--- src/rtl/nn_pkg.sv ---
// Shared types and helpers for the nn result write-back stage.
package nn_pkg;

    typedef enum logic [1:0] {
        ST_IDLE = 2'd0,
        ST_RUN  = 2'd1,
        ST_DONE = 2'd2
    } wb_state_e;

    localparam int SAT_MAX = 127;
    localparam int SAT_MIN = -128;

    function automatic logic [7:0] sat_s8(input logic signed [31:0] v);
        logic [7:0] r;
        if (v > SAT_MAX) begin
            r = 8'h7F;
        end else if (v < SAT_MIN) begin
            r = 8'h80;
        end else begin
            r = v[7:0];
        end
        return r;
    endfunction

endpackage

--- src/rtl/nn_wb_fifo.sv ---
// Synchronous word FIFO with flush and occupancy count; never pushed when full.
module nn_wb_fifo
    import nn_pkg::*;
#(
    parameter int WIDTH = 21,
    parameter int DEPTH = 4
) (
    input  logic                     i_clk,
    input  logic                     i_rst,
    input  logic                     i_flush,
    input  logic                     i_push,
    input  logic [WIDTH-1:0]         i_data,
    input  logic                     i_pop,
    output logic [WIDTH-1:0]         o_data,
    output logic                     o_empty,
    output logic [$clog2(DEPTH):0]   o_count
);

    localparam int PW = $clog2(DEPTH);

    logic [WIDTH-1:0] mem_q [DEPTH];
    logic [PW-1:0]    wp_q, wp_d, rp_q, rp_d;
    logic [PW:0]      cnt_q, cnt_d;

    // Pointer and count update; flush wins over any push/pop.
    always_comb begin
        wp_d  = wp_q;
        rp_d  = rp_q;
        cnt_d = cnt_q;
        if (i_flush) begin
            wp_d  = {PW{1'b0}};
            rp_d  = {PW{1'b0}};
            cnt_d = {(PW+1){1'b0}};
        end else begin
            if (i_push) begin
                wp_d = wp_q + {{(PW-1){1'b0}}, 1'b1};
            end else begin
                wp_d = wp_q;
            end
            if (i_pop) begin
                rp_d = rp_q + {{(PW-1){1'b0}}, 1'b1};
            end else begin
                rp_d = rp_q;
            end
            cnt_d = cnt_q + {{PW{1'b0}}, i_push} - {{PW{1'b0}}, i_pop};
        end
    end

    // Pointer/count registers.
    always_ff @(posedge i_clk) begin
        if (i_rst) begin
            wp_q  <= {PW{1'b0}};
            rp_q  <= {PW{1'b0}};
            cnt_q <= {(PW+1){1'b0}};
        end else begin
            wp_q  <= wp_d;
            rp_q  <= rp_d;
            cnt_q <= cnt_d;
        end
    end

    // Storage array; contents are don't-care while empty.
    always_ff @(posedge i_clk) begin
        if (i_push && !i_flush) begin
            mem_q[wp_q] <= i_data;
        end
    end

    assign o_data  = mem_q[rp_q];
    assign o_empty = (cnt_q == {(PW+1){1'b0}});
    assign o_count = cnt_q;

endmodule

--- src/rtl/nn_wb.sv ---
// Write-back stage: stream max-pool, ReLU, shift, saturate, pack two lanes and
// write them to DMA through a small decoupling FIFO.
module nn_wb
    import nn_pkg::*;
#(
    parameter int DATA_WIDTH     = 8,
    parameter int OUT_WIDTH      = 16,
    parameter int DMA_ADDR_WIDTH = 5,
    parameter int FIFO_DEPTH     = 4
) (
    input  logic                      i_clk,
    input  logic                      i_rst,
    input  logic                      i_start,
    input  logic [DMA_ADDR_WIDTH-1:0] i_base_addr,
    input  logic [15:0]               i_wr_count,
    input  logic [1:0]                i_pool,
    input  logic                      i_relu,
    input  logic [3:0]                i_out_shift,
    input  logic                      i_valid,
    input  logic [OUT_WIDTH-1:0]      i_result0,
    input  logic [OUT_WIDTH-1:0]      i_result1,
    output logic                      o_ready,
    input  logic                      i_dma_wr_ready,
    output logic                      o_dma_wr_en,
    output logic [DMA_ADDR_WIDTH-1:0] o_dma_wr_addr,
    output logic [2*DATA_WIDTH-1:0]   o_dma_wr_data,
    output logic                      o_busy,
    output logic                      o_done
);

    localparam int AW = DMA_ADDR_WIDTH;
    localparam int WW = 2 * DATA_WIDTH;
    localparam int FW = WW + AW;
    localparam int CW = $clog2(FIFO_DEPTH) + 1;
    localparam logic [CW:0] OCC_MAX = (CW+1)'(FIFO_DEPTH - 2);

    function automatic logic [DATA_WIDTH-1:0] quant(input logic signed [OUT_WIDTH-1:0] v,
                                                    input logic relu,
                                                    input logic [3:0] sh);
        logic signed [OUT_WIDTH-1:0] t;
        if (relu && v[OUT_WIDTH-1]) begin
            t = {OUT_WIDTH{1'b0}};
        end else begin
            t = v;
        end
        t = t >>> sh;
        return DATA_WIDTH'(sat_s8(32'(t)));
    endfunction

    wb_state_e                   state_q, state_d;
    logic [AW-1:0]               base_q, base_d;
    logic [15:0]                 cnt_q, cnt_d;
    logic [1:0]                  pool_q, pool_d;
    logic                        relu_q, relu_d;
    logic [3:0]                  shift_q, shift_d;
    logic [1:0]                  win_q, win_d;
    logic signed [OUT_WIDTH-1:0] max0_q, max0_d, max1_q, max1_d;
    logic                        emit_q, emit_d;
    logic [15:0]                 prod_q, prod_d;
    logic [AW-1:0]               pidx_q, pidx_d;
    logic [15:0]                 wcnt_q, wcnt_d;
    logic                        busy_q, busy_d, done_q, done_d;

    logic                        fifo_empty_s, push_s, wr_en_s, ready_s, acc_s, last_s;
    logic [CW-1:0]               fifo_cnt_s;
    logic [CW:0]                 occ_s;
    logic [FW-1:0]               fifo_wdata_s, fifo_rdata_s;
    logic signed [OUT_WIDTH-1:0] in0_s, in1_s, cur0_s, cur1_s;

    assign in0_s   = $signed(i_result0);
    assign in1_s   = $signed(i_result1);
    assign occ_s   = {1'b0, fifo_cnt_s} + {{CW{1'b0}}, emit_q};
    assign ready_s = (state_q == ST_RUN) && (occ_s <= OCC_MAX);
    assign acc_s   = i_valid && ready_s && !i_start && (prod_q < cnt_q);
    // An old word must not leak out in the cycle that restarts the run.
    assign wr_en_s = !fifo_empty_s && i_dma_wr_ready && !i_start;
    assign push_s  = emit_q && !i_start;
    assign last_s  = (win_q == pool_q);
    assign cur0_s  = (win_q == 2'd0 || in0_s > max0_q) ? in0_s : max0_q;
    assign cur1_s  = (win_q == 2'd0 || in1_s > max1_q) ? in1_s : max1_q;
    assign fifo_wdata_s = {quant(max1_q, relu_q, shift_q), quant(max0_q, relu_q, shift_q),
                           base_q + pidx_q};

    // Next-state: config latch, pooling window, word counters and run FSM.
    always_comb begin
        state_d = state_q;
        base_d  = base_q;
        cnt_d   = cnt_q;
        pool_d  = pool_q;
        relu_d  = relu_q;
        shift_d = shift_q;
        win_d   = win_q;
        max0_d  = max0_q;
        max1_d  = max1_q;
        emit_d  = 1'b0;
        prod_d  = prod_q;
        pidx_d  = pidx_q;
        wcnt_d  = wcnt_q;
        if (i_start) begin
            state_d = ST_RUN;
            base_d  = i_base_addr;
            cnt_d   = i_wr_count;
            pool_d  = i_pool;
            relu_d  = i_relu;
            shift_d = i_out_shift;
            win_d   = 2'd0;
            prod_d  = 16'd0;
            pidx_d  = {AW{1'b0}};
            wcnt_d  = 16'd0;
        end else begin
            if (acc_s) begin
                max0_d = cur0_s;
                max1_d = cur1_s;
                emit_d = last_s;
                win_d  = last_s ? 2'd0 : win_q + 2'd1;
                prod_d = last_s ? prod_q + 16'd1 : prod_q;
            end else begin
                emit_d = 1'b0;
            end
            if (push_s) begin
                pidx_d = pidx_q + {{(AW-1){1'b0}}, 1'b1};
            end else begin
                pidx_d = pidx_q;
            end
            if (wr_en_s) begin
                wcnt_d = wcnt_q + 16'd1;
            end else begin
                wcnt_d = wcnt_q;
            end
            case (state_q)
                ST_IDLE: state_d = ST_IDLE;
                ST_RUN: begin
                    if ((wcnt_q == cnt_q) || (wr_en_s && (wcnt_q + 16'd1 == cnt_q))) begin
                        state_d = ST_DONE;
                    end else begin
                        state_d = ST_RUN;
                    end
                end
                ST_DONE: state_d = ST_IDLE;
                default: state_d = ST_IDLE;
            endcase
        end
        busy_d = (state_d != ST_IDLE);
        done_d = (state_d == ST_DONE);
    end

    // State registers with synchronous reset.
    always_ff @(posedge i_clk) begin
        if (i_rst) begin
            state_q <= ST_IDLE;
            base_q  <= {AW{1'b0}};
            cnt_q   <= 16'd0;
            pool_q  <= 2'd0;
            relu_q  <= 1'b0;
            shift_q <= 4'd0;
            win_q   <= 2'd0;
            max0_q  <= {OUT_WIDTH{1'b0}};
            max1_q  <= {OUT_WIDTH{1'b0}};
            emit_q  <= 1'b0;
            prod_q  <= 16'd0;
            pidx_q  <= {AW{1'b0}};
            wcnt_q  <= 16'd0;
            busy_q  <= 1'b0;
            done_q  <= 1'b0;
        end else begin
            state_q <= state_d;
            base_q  <= base_d;
            cnt_q   <= cnt_d;
            pool_q  <= pool_d;
            relu_q  <= relu_d;
            shift_q <= shift_d;
            win_q   <= win_d;
            max0_q  <= max0_d;
            max1_q  <= max1_d;
            emit_q  <= emit_d;
            prod_q  <= prod_d;
            pidx_q  <= pidx_d;
            wcnt_q  <= wcnt_d;
            busy_q  <= busy_d;
            done_q  <= done_d;
        end
    end

    nn_wb_fifo #(
        .WIDTH (FW),
        .DEPTH (FIFO_DEPTH)
    ) u_fifo (
        .i_clk   (i_clk),
        .i_rst   (i_rst),
        .i_flush (i_start),
        .i_push  (push_s),
        .i_data  (fifo_wdata_s),
        .i_pop   (wr_en_s),
        .o_data  (fifo_rdata_s),
        .o_empty (fifo_empty_s),
        .o_count (fifo_cnt_s)
    );

    assign o_ready       = ready_s;
    assign o_dma_wr_en   = wr_en_s;
    assign o_dma_wr_addr = fifo_empty_s ? {AW{1'b0}} : fifo_rdata_s[AW-1:0];
    assign o_dma_wr_data = fifo_empty_s ? {WW{1'b0}} : fifo_rdata_s[FW-1:AW];
    assign o_busy        = busy_q;
    assign o_done        = done_q;

endmodule

--- config.mk ---
export PLATFORM = sky130hd
export DESIGN_NAME = nn_wb
export DESIGN_NICKNAME = d
export VERILOG_FILES = /design/src/rtl/nn_pkg.sv /design/src/rtl/nn_wb_fifo.sv /design/src/rtl/nn_wb.sv
export SDC_FILE = /design/constraint.sdc
export NUM_CORES = 1
export LEC_CHECK = 0
export BUFFER_PORTS_ARGS = -buffer_cell sky130_fd_sc_hd__buf_2
export CAP_MARGIN = 20
export CORE_MARGIN = 3
export CORE_UTILIZATION = 40
export CTS_BUF_LIST = sky130_fd_sc_hd__clkbuf_4 sky130_fd_sc_hd__clkbuf_8
export CTS_CLUSTER_DIAMETER = 50
export CTS_CLUSTER_SIZE = 20
export DETAILED_ROUTE_END_ITERATION = 8
export PLACE_DENSITY = 0.58
export SLEW_MARGIN = 0
export SYNTH_ARGS = -nofsm -noshare
export SYNTH_HDL_FRONTEND = slang
export SYNTH_SLANG_ARGS = --single-unit
--- constraint.sdc ---
create_clock -name i_clk -period 3.65 [get_ports i_clk]
set_input_delay 0.1825 -clock i_clk [delete_from_list [all_inputs] [get_ports i_clk]]
set_output_delay 0.1825 -clock i_clk [all_outputs]
set_load 0.03 [all_outputs]
==> run metrics <==
Pint=3.18 mW; final slew viol count=0; Layout Skew=0.0302 ns; r2r setup slk=0.50 ns; WHS Endpoint=wcnt_q[1]; P per Cell Area=346 nW/um^2; fin nets=1378; RSZ-0062 raised after global routing=false; count leader, synth=nor2_1; 1st-iter DRT viols=563; area of the core=27300 sq um; slew of the pin with the lowest slew margin=1.04 ns; Clock Tree Buf Depth=2; Peak supply drop=0.205 mV; Main synth FF type=dfxtp_1; sequential share of power=0.538; Cell Chain, Critical Path=inv_1, ha_1, nand4_1, nor4_1, a21boi_0, or4b_1, nand4_2, mux2i_1, nor2_1; Sink Count=197; CTS root buf=clkbuf_8; CP endpoint kind=register; min setup slack post-route=0.503 ns; setup TNS=0 ns; Achievable Freq=0.318 GHz; FF+latch count, synth=197; clock-pin slew on the worst setup and hold paths=0.12 ns; htree depth=4; Mapped Area=11300 sq um; Synth Warn #=0; Hold Crit Start=i_dma_wr_ready; Synth cell types=71; Synth async-reset ratio=0; die area=30200 sq um; cell taking the most area after synthesis=edfxtp_1; clock network power share=0.334; via/cell ratio=5.24; Layout area overhead=15.8%; normalized max-slew margin=0.307; Hold Crit Class=primary input to register; dominant cells by area after synthesis=edfxtp_1, dfxtp_1, mux2i_1, ha_1, mux4_2; max cap viols=0; delay-heaviest family, CP=simple AND/OR/NAND/NOR gates; final hold vios=0; Sw Share=0.296; ANT cells=0; Worst Reg-to-Reg Cells=9; critical path's slowest cell=nand4_2; post-layout power=4.51 mW; min cycle time layout=3.15 ns; total track usage=0.176; syn nets=1254; FP Rows=60; number of buffers added for setup after CTS=0; DRT Pass-1 Iters=5; crit-path max FO=16; WP data required=4.00 ns; CP peak stage delay=0.57 ns; Syn Area/Cell=10.0 sq um; Combinational Power Share=0.128; DP HPWL=19.0 mm; CTS tree=built; ANT nets after route=0; port buffer count=89; routability congestion estimate=0.908; Post-synth EDFFs=84; largest net degree at the start of global routing=48; initial antenna violation count=0; RR Endpoint=max0_q[2]; WP data arrival=3.49 ns; Crit Reg-Reg Startpoint=max0_q[15]; Final setup violation count=0; final period utilization=0.862; chip width=174 um; Fill cells=2630; starting utilization of the core area=0.412; top cell type's share of synthesized area=0.224; hold slack=0.231 ns; vias in the first global route=8248; total CTS buffers=17; die height=174 um; Routed WL per cell=16.2 um; GRT overflow=0; crit path kind=register to register; Pleak=5.04 nW; critical path launch point type=register; first-pass GRT wire length=43.7 mm; sequential area share after synthesis=0.425; hold depth=4; switching power=1.33 mW; final wirelength=26.4 mm; share of cells above drive strength 1=0.154; Commonest cells post-synth=nor2_1, nand2_1, dfxtp_1; WP buf/inv=1; pre-CTS setup slack=0.524 ns; I/O pins=90; Clk Latency, worst-skew pair=0.49 ns; vias post-DR=8558; status=finished, final reports clean; Remaining DRCs=0; Post-Syn Instances=1123
==> state kept, by name (all words and copies together), names as in the netlist, 2 cells and up, named ones only <==
signal,flops
base_q,5
cnt_q,16
max0_q,16
max1_q,16
pidx_q,5
pool_q,2
prod_q,16
shift_q,4
state_q,2
u_fifo.mem_q,84
u_fifo.o_count,3
u_fifo.rp_q,2
u_fifo.wp_q,2
wcnt_q,16
win_q,2
==> tightest hold or removal path: stages <==
cell and delay (ns):
buf_2 0.12, nor2b_1 0.20, nand2_1 0.09, a21oi_1 0.05
==> cell usage in the layout, fill, tap and decap left out, drive strengths merged, types with 6 or more instances in the layout <==
cell         instances
o211ai              16
and4                 6
mux2i               81
buf                106
a21o                 8
nor3                15
clkinv               6
mux4                35
nor2               118
and2                11
a21oi               50
nor2b               29
nand4               27
xnor2               22
nand3               23
o21a                 9
clkbuf              17
and3                 6
xor2                35
edfxtp              84
inv                 80
o21ai               42
or3                  8
nand2              116
nor4                 8
ha                  64
dfxtp              113
dlygate4sd3         60
==> repair_timing <==
action / in CTS / in global routing
resized for setup: 0 / 0
hold endpoints to repair: 60 / 0
hold buffers: 60 / 0
==> worst max-delay path by stage <==
| stage | cells past startpoint | endpoint | startpoint |
|---|---|---|---|
| 6_report | 9 | max0_q[2] | max0_q[15] |
| 5_1_grt | 9 | max0_q[3] | max0_q[15] |
| 4_1_cts | 9 | max0_q[2] | max0_q[15] |
| 3_5_place_dp | 9 | max0_q[2] | max0_q[15] |
| 3_3_place_gp | 10 | max0_q[6] | emit_q |
| 2_1_floorplan | 10 | max1_q[10] | u_fifo.o_count[0] |
==> routing by layer <==
| metal | GRT usage | wire (um) |
|---|---|---|
| met1 | 0.260 | 13300 |
| met2 | 0.271 | 11700 |
| met3 | 0.0276 | 1160 |
| met4 | 0.0416 | 333 |
| met5 | 0 | 0 |
==> power groups by stage <==
stage                     clock network, mW  logic [mW]  registers (mW)
final                                  1.50       0.577            2.43
after global routing                   1.65       0.650            2.44
after CTS                              1.55       0.578            2.43
after detailed placement                  0       0.526            2.48
after global placement                    0       0.517            2.48
after floorplan                           0       0.385            2.45
==> cells by family after synthesis <==
group                      count (synthesis)  share of synthesized area
AOI/OAI and AO/OA                        168                     0.0951
xor gates and xnor gates                  57                     0.0450
and+or+nand+nor                          382                      0.164
buffers and inverters                    133                     0.0502
DFF                                      197                      0.425
adders and majority gates                 66                     0.0747
muxes                                    120                      0.146
==> metrics by stage <==
stage	instances	cell area [sq um]	utilization
3_3_place_gp	1540	12000	0.440
3_5_place_dp	1540	12000	0.440
4_1_cts	1632	13000	0.477
5_1_grt	1632	13000	0.477
6_report	1632	13000	0.477
2_1_floorplan	1123	11300	-
==> area by class of cell <==
| cell class | count | area (sq um) | area share |
|---|---|---|---|
| clock buffer | 17 | 234 | 0.0179 |
| clock inverter | 15 | 200 | 0.0153 |
| inverter | 72 | 270 | 0.0207 |
| multi-input combinational | 793 | 5920 | 0.454 |
| sequential | 197 | 4790 | 0.367 |
| tap | 372 | 465 | 0.0357 |
| timing repair buffer | 166 | 1170 | 0.0900 |
Note: power is estimated with default switching activity, not from simulation.
